$ cat src/rtl/pad_command_reader.sv
`default_nettype none
// ============================================================================
// Module      : pad_command_reader
// Description : Polls an NES-style serial pad, debounces the button word over
//               two consecutive polls and derives the player movement commands.
// Revision    : 1.0 - initial release
// ============================================================================
module pad_command_reader #(
  parameter int CLK_DIV     = 300,
  parameter int POLL_PERIOD = 833333
) (
  input  logic       clk,
  input  logic       rst_n,
  input  logic       pad_data,
  output logic       pad_latch,
  output logic       pad_clk,
  output logic [7:0] buttons,
  output logic       valid,
  output logic       right,
  output logic       left,
  output logic       jump,
  output logic       squat,
  output logic       defend
);

  localparam int PCW = (POLL_PERIOD > 2) ? $clog2(POLL_PERIOD) : 1;
  localparam int PHW = $clog2(2 * CLK_DIV);

  localparam logic [PCW-1:0] c_poll_last = PCW'(POLL_PERIOD - 1);
  localparam logic [PCW-1:0] c_poll_pre  = PCW'(POLL_PERIOD - 2);
  localparam logic [PHW-1:0] c_latch_end = PHW'(2 * CLK_DIV - 1);
  localparam logic [PHW-1:0] c_half_end  = PHW'(CLK_DIV - 1);

  typedef enum logic [2:0] {
    IDLE     = 3'd0,
    LATCH    = 3'd1,
    SHIFT_LO = 3'd2,
    SHIFT_HI = 3'd3,
    DONE     = 3'd4
  } state_t;

  state_t           state_q, state_d;
  logic [PCW-1:0]   poll_cnt_q, poll_cnt_d;
  logic [PHW-1:0]   phase_q, phase_d;
  logic [2:0]       bit_cnt_q, bit_cnt_d;
  logic [7:0]       shift_q, shift_d;
  logic [7:0]       prev_raw_q;
  logic [7:0]       raw;
  logic             sync1_q, sync2_q;
  logic             start;
  logic             pad_latch_q, pad_clk_q;
  logic [7:0]       buttons_q;
  logic             valid_q, right_q, left_q, jump_q, squat_q, defend_q;

  // The poll begins on the edge where poll_cnt arrives at its last value, so
  // the decision is taken one count early while the FSM is still idle.
  assign poll_cnt_d = (poll_cnt_q == c_poll_last) ? '0 : poll_cnt_q + PCW'(1);
  assign start      = (poll_cnt_q == c_poll_pre) && (state_q == IDLE);
  assign raw        = ~shift_q;

  // Two-flop synchronizer for the asynchronous pad data line.
  always_ff @(posedge clk or negedge rst_n) begin
    if (!rst_n) begin
      sync1_q <= 1'b0;
      sync2_q <= 1'b0;
    end else begin
      sync1_q <= pad_data;
      sync2_q <= sync1_q;
    end
  end

  // Sequencer next-state: phase timing, bit counting and serial capture.
  always_comb begin
    state_d   = state_q;
    phase_d   = phase_q + PHW'(1);
    bit_cnt_d = bit_cnt_q;
    shift_d   = shift_q;
    case (state_q)
      IDLE: begin
        phase_d = '0;
        if (start) begin
          state_d   = LATCH;
          bit_cnt_d = 3'd0;
        end
      end
      LATCH: begin
        if (phase_q == c_latch_end) begin
          state_d = SHIFT_LO;
          phase_d = '0;
        end
      end
      SHIFT_LO: begin
        if (phase_q == c_half_end) begin
          shift_d[bit_cnt_q] = sync2_q;
          state_d            = SHIFT_HI;
          phase_d            = '0;
        end
      end
      SHIFT_HI: begin
        if (phase_q == c_half_end) begin
          phase_d = '0;
          if (bit_cnt_q == 3'd7) begin
            state_d = DONE;
          end else begin
            bit_cnt_d = bit_cnt_q + 3'd1;
            state_d   = SHIFT_LO;
          end
        end
      end
      DONE: begin
        state_d = IDLE;
        phase_d = '0;
      end
      default: begin
        state_d = IDLE;
        phase_d = '0;
      end
    endcase
  end

  // Sequencer state and registered pad control lines (glitch-free outputs).
  always_ff @(posedge clk or negedge rst_n) begin
    if (!rst_n) begin
      state_q     <= IDLE;
      poll_cnt_q  <= '0;
      phase_q     <= '0;
      bit_cnt_q   <= 3'd0;
      shift_q     <= 8'h00;
      pad_latch_q <= 1'b0;
      pad_clk_q   <= 1'b1;
    end else begin
      state_q     <= state_d;
      poll_cnt_q  <= poll_cnt_d;
      phase_q     <= phase_d;
      bit_cnt_q   <= bit_cnt_d;
      shift_q     <= shift_d;
      pad_latch_q <= (state_d == LATCH);
      pad_clk_q   <= (state_d != SHIFT_LO);
    end
  end

  // Debounce and command mapping: a word is accepted only when two
  // consecutive polls agree; jump fires on a rising edge of Up|A.
  always_ff @(posedge clk or negedge rst_n) begin
    if (!rst_n) begin
      prev_raw_q <= 8'h00;
      buttons_q  <= 8'h00;
      valid_q    <= 1'b0;
      right_q    <= 1'b0;
      left_q     <= 1'b0;
      jump_q     <= 1'b0;
      squat_q    <= 1'b0;
      defend_q   <= 1'b0;
    end else begin
      valid_q <= 1'b0;
      jump_q  <= 1'b0;
      if (state_q == DONE) begin
        valid_q    <= 1'b1;
        prev_raw_q <= raw;
        if (raw == prev_raw_q) begin
          buttons_q <= raw;
          right_q   <= raw[7];
          left_q    <= raw[6] & ~raw[7];
          squat_q   <= raw[5] & ~raw[4];
          defend_q  <= raw[1];
          jump_q    <= (raw[4] | raw[0]) & ~(buttons_q[4] | buttons_q[0]);
        end
      end
    end
  end

  assign pad_latch = pad_latch_q;
  assign pad_clk   = pad_clk_q;
  assign buttons   = buttons_q;
  assign valid     = valid_q;
  assign right     = right_q;
  assign left      = left_q;
  assign jump      = jump_q;
  assign squat     = squat_q;
  assign defend    = defend_q;

endmodule
`default_nettype wire

$ cat config.mk
export PLATFORM = sky130hd
export DESIGN_NAME = pad_command_reader
export DESIGN_NICKNAME = d
export VERILOG_FILES = /design/src/rtl/pad_command_reader.sv
export SDC_FILE = /design/constraint.sdc
export NUM_CORES = 1
export LEC_CHECK = 0
export CAP_MARGIN = 20
export CORE_MARGIN = 8
export CORE_UTILIZATION = 40
export DETAILED_ROUTE_END_ITERATION = 10
export PLACE_DENSITY = 0.57
export SYNTH_ARGS = -nofsm -noshare
export SYNTH_HDL_FRONTEND = slang
export SYNTH_SLANG_ARGS = --single-unit
$ cat constraint.sdc
create_clock -name clk -period 4.7 [get_ports clk]
set_input_delay 0.94 -clock clk [delete_from_list [all_inputs] [get_ports clk]]
set_output_delay 0.94 -clock clk [all_outputs]
set_load 0.005 [all_outputs]
======== Word-level counts from Yosys, hierarchy flattened ========
Cells that the tools add are included.
storage, ports and cells
  register bits after elaboration ......... 70
  word-level logic and storage cells ...... 74
  input bits .............................. 3
  output and inout port bits .............. 16
cells by class
  reduce and logical (&&, ||, !) cells .... 8
  add/sub/neg operators ................... 3
  mux-type cells .......................... 20
  magnitude comparators ................... 2
  eq/ne operators ......................... 15
  bitwise logic cells ..................... 9
operator list
  operator               count
  $eq 20x20->1 const B   2
  $mux 3                 8
  $add 20x1->20 const B  1
  $mux 10                2
  $mux 20                1
  $pmux 10 s2            1
  $pmux 3 s4             1
  $add 10x1->10 const B  1
  $eq 10x10->1 const B   1
  $eq 10x9->1 const B    1
  $bwmux 8               1
  $eq 8x8->1             1
  $not 8->8              1
  $eq 3x1->1 const B     2
  $eq 3x2->1 const B     2
  $eq 3x3->1 const B     2
  $ne 2x2->1 const B     3
  $pmux 3 s2             1
  $lt 3x4->1 const B     1
  $mux 1                 4
  $reduce_and 2->1       2
  $reduce_and 4->1       1
  $add 3x1->3 const B    1
  $and 1x1->1            3
  9 further kinds        13

======== Longest topological paths before layout ========
  word-level depth ........................ 5
  depth in mapped cells ................... 7
  depth with buffers taken out ............ 6

======== Worst setup path after synthesis ========
OpenSTA, ideal clock, no wires.
  path type ............................... reg-to-reg
  start ................................... reg phase_q[0]
  end ..................................... reg shift_q[3]
  arrival ................................. 1.873 ns
  stages on the path, launching flop included .. 6
  path buffers ............................ 0
  library setup time ...................... 0.128 ns
  clock period less this slack ............ 2.000 ns
  path slack .............................. 2.700 ns
  data required time ...................... 4.572 ns
  path through ............................ dfrtp_1 -> ha_1 -> nand4bb_1 -> or4_4 -> nor4b_2 -> mux2_1
between the ends
  longest elaborated chain between the ends .. 2
ends and longest elaborated chain
  item                        line  source
  start: declaration          44    logic [PHW-1:0] phase_q, phase_d;
  start signal: assignment    134   phase_q <= phase_d;
  $eq 10x9->1                 93    if (phase_q == c_half_end) begin
  $reduce_and 2->1 (no line)  -
  end signal: assignment      136   shift_q <= shift_d;
  end: declaration            46    logic [7:0] shift_q, shift_d;
Every way passes these cells.
A chain may end at the register's enable or synchronous reset.

======== Worst setup path in the final report ========
  start ................................... reg state_q[0]
  end ..................................... reg squat_q (netlist: squat)
between the ends
  longest elaborated chain between the ends .. 2
ends and longest elaborated chain
  item                        line  source
  start: declaration          42    state_t state_q, state_d;
  start signal: assignment    132   state_q <= state_d;
  $eq 3x3->1                  157   if (state_q == DONE) begin
  $reduce_and 2->1 (no line)  -
  end signal: assignment      164   squat_q <= raw[5] & ~raw[4];
  end: declaration            53    logic valid_q, right_q, left_q, jump_q, squat_q, defend_q;
Every way passes these cells.

==> metrics.txt <==
status=finished clean; Final Hold Vio Count=0; routed len/inst=13.7 microns; Worst Hold Path EP=sync2_q; #FFs+latches synth=68; Ys Warns=0; Worst setup EP type=flop; mapped cell area=3210 sq um; CP required=between 4 and 5 ns; GRT Total Usage=roughly 11%; area growth from synthesis to layout=16.4%; Post-CTS Setup Inserts=0; Slew Limit Headroom=44.0%; design area=3730 sq um; most common library cell in the layout ignoring fill and taps=dfrtp_1; # rows=32; Synth top area share=52.3%; Final #Nets=approximately 330; FILL cells=737; area leader, netlist=dfrtp_1; Peak VDD IR=137 uV; final setup violation count=0; total negative slack=0 ns; CTS Hold Bufs=0; minimum clock period after layout=2.34 ns; Area after DPL=about 3500 sq um; most frequent cells in the layout=dfrtp_1 (67), nor2_1 (30), nand2_1 (20), xnor2_1 (18), clkdlybuf4s50_1 (17); worst r2r path cells=4; Seq/Total Area, Yosys=53.1%; Vias/cell=5.04; critical path peak fanout=18; Clock Pin Slew Worst Setup and Hold Paths=~0.080 ns; Tcrit/Tclk final=49.8%; routability cong.=slightly below 0.8; Gates resized, CTS repair=0; Sink Count=68; vias in the first global route=2,049; Hold Crit Depth=0; Antenna diodes=0; DRC errors left=0; clock latency on the worst-skew pair=0.34 ns; Worst EP arrival=about 2.6 ns; largest net degree at the start of global routing=46; Synth Net Count=304; Cells after Synth=296; Port Buf Inserts=18; crit start category=flop; maxcap violations=0; Post-synth EDFFs=0; hold path start=sync1_q; Die H=between 100 and 150 microns; Total Wirelength=5820 microns; Setup CP Type=flop to flop; Synth cell types=44; async set or reset register ratio after synthesis=100%; dominant cells by area after synthesis=dfrtp_1 (52%), xnor2_1 (4.9%), xor2_1 (4.1%); Std-Cell Core Area=7770 sq um; antenna violations before repair=0; r2r setup slk=2.36 ns; worst-margin pin slew=roughly 0.83 ns; share of cells above drive strength 1=about 11%; Initial Util=41.3%; HPWL after detailed placement=slightly above 4000 microns; syn_area_per_cell=10.8 sq um; PD cells=320 nW/um^2; r2r endpoint=squat; root buf cell=clkbuf_8; CTS tree=built; ANT nets after route=0; Via Count=about 2,100; first drt pass iteration count=4; Hold Crit Class=flop to flop; final core occ=48.1%; htree depth=3; grt total ovfl=0; die area=~11,000 sq um; first-pass GRT wire length=10,100 microns; 1st-iter DRT viols=87; Slew Limit Fails=0; critical path launch point=state_q[0]; clk_skew=approximately 0.011 ns; Die W=106 microns; Post-synth top flop=dfrtp_1; LEAKAGE=1.67 nW; io pins=19; RSZ-0062 raised after global routing=false; TritonCTS buffer count=9; Fmax=0.427 GHz; clock buffer depth=2; worst r2r src=state_q[0]
[metrics by stage]
stage	power [mW]	worst slack, ns	hold WS (ns)	cells
after global routing	1.24	2.13	0.400	424
after floorplan	0.598	2.70	0.331	296
after global placement	0.612	2.34	0.332	407
final	1.19	2.36	0.392	424
after detailed placement	0.613	2.33	0.366	407
after CTS	1.21	2.30	0.392	423
[critical path, stage by stage, from the launching register on]
cell and delay (ns):
dfrtp_1 0.47, or3b_2 0.64, inv_1 0.12, nand4_1 0.51
mux2_2 0.48
[layer usage]
metal  GRT usage, %  share of wire [%]  vias up
li1               -                  -     1072
met1           14.7                 48     1035
met2           16.9                 47       23
met3           3.23                3.9        6
met4           4.82               0.98        0
met5              0                  0        -
[how the worst max path moves through the flow]
stage                      end  cells after the start  slack [ns]
floorplan           shift_q[3]                      5        2.70
global placement          left                      4        2.34
detailed placement        left                      4        2.33
CTS                      squat                      4        2.30
global route             squat                      4        2.13
finish                   squat                      4        2.36
[state kept, by name (all words and copies together), names as in the netlist]
| register | cells |
|---|---|
| left | 1 |
| state_q | 3 |
| prev_raw_q | 8 |
| poll_cnt_q | 20 |
| pad_latch | 1 |
| squat | 1 |
| phase_q | 10 |
| bit_cnt_q | 3 |
| sync2_q | 1 |
| shift_q | 8 |
| pad_clk | 1 |
| buttons | 8 |
| sync1_q | 1 |
| jump | 1 |
| valid | 1 |
[layout make-up]
cell class | count | area (sq um) | share of cell area, %
sequential | 68 | 1700 | 45.6
multi-input combinational | 202 | 1390 | 37.2
timing repair buffer | 20 | 203 | 5.43
clock buffer | 10 | 138 | 3.69
tap | 102 | 128 | 3.42
clock inverter | 6 | 111 | 2.98
inverter | 16 | 60.1 | 1.61
[report_power, final]
part           total [mW]  switching [mW]  internal [mW]  leakage [nW]
Sequential          0.587         0.00133          0.586         0.928
Combinational      0.0149          0.0116        0.00330         0.620
Clock               0.592           0.225          0.367         0.122
Total                1.19           0.238          0.956          1.67
[cells by family after synthesis]
kind of cell               after synthesis  synth area share [%]
and+or+nand+nor                        122                  21.2
buffers and inverters                   26                  3.51
muxes                                   22                  7.26
DFF                                     68                  53.1
adders and majority gates                5                  1.95
AOI/OAI and AO/OA                       20                  3.94
xor gates and xnor gates                33                  9.02
[synthesized netlist by cell type (8+ instances only)]
cell     number
nor2_1       30
o21ai_0      11
nor4_1        8
dfrtp_1      67
mux2i_1      12
xor2_1       15
nand4_1      10
inv_1        16
xnor2_1      18
nand2_1      20
nand3_1      13
Power figures use the tool's default switching activity.
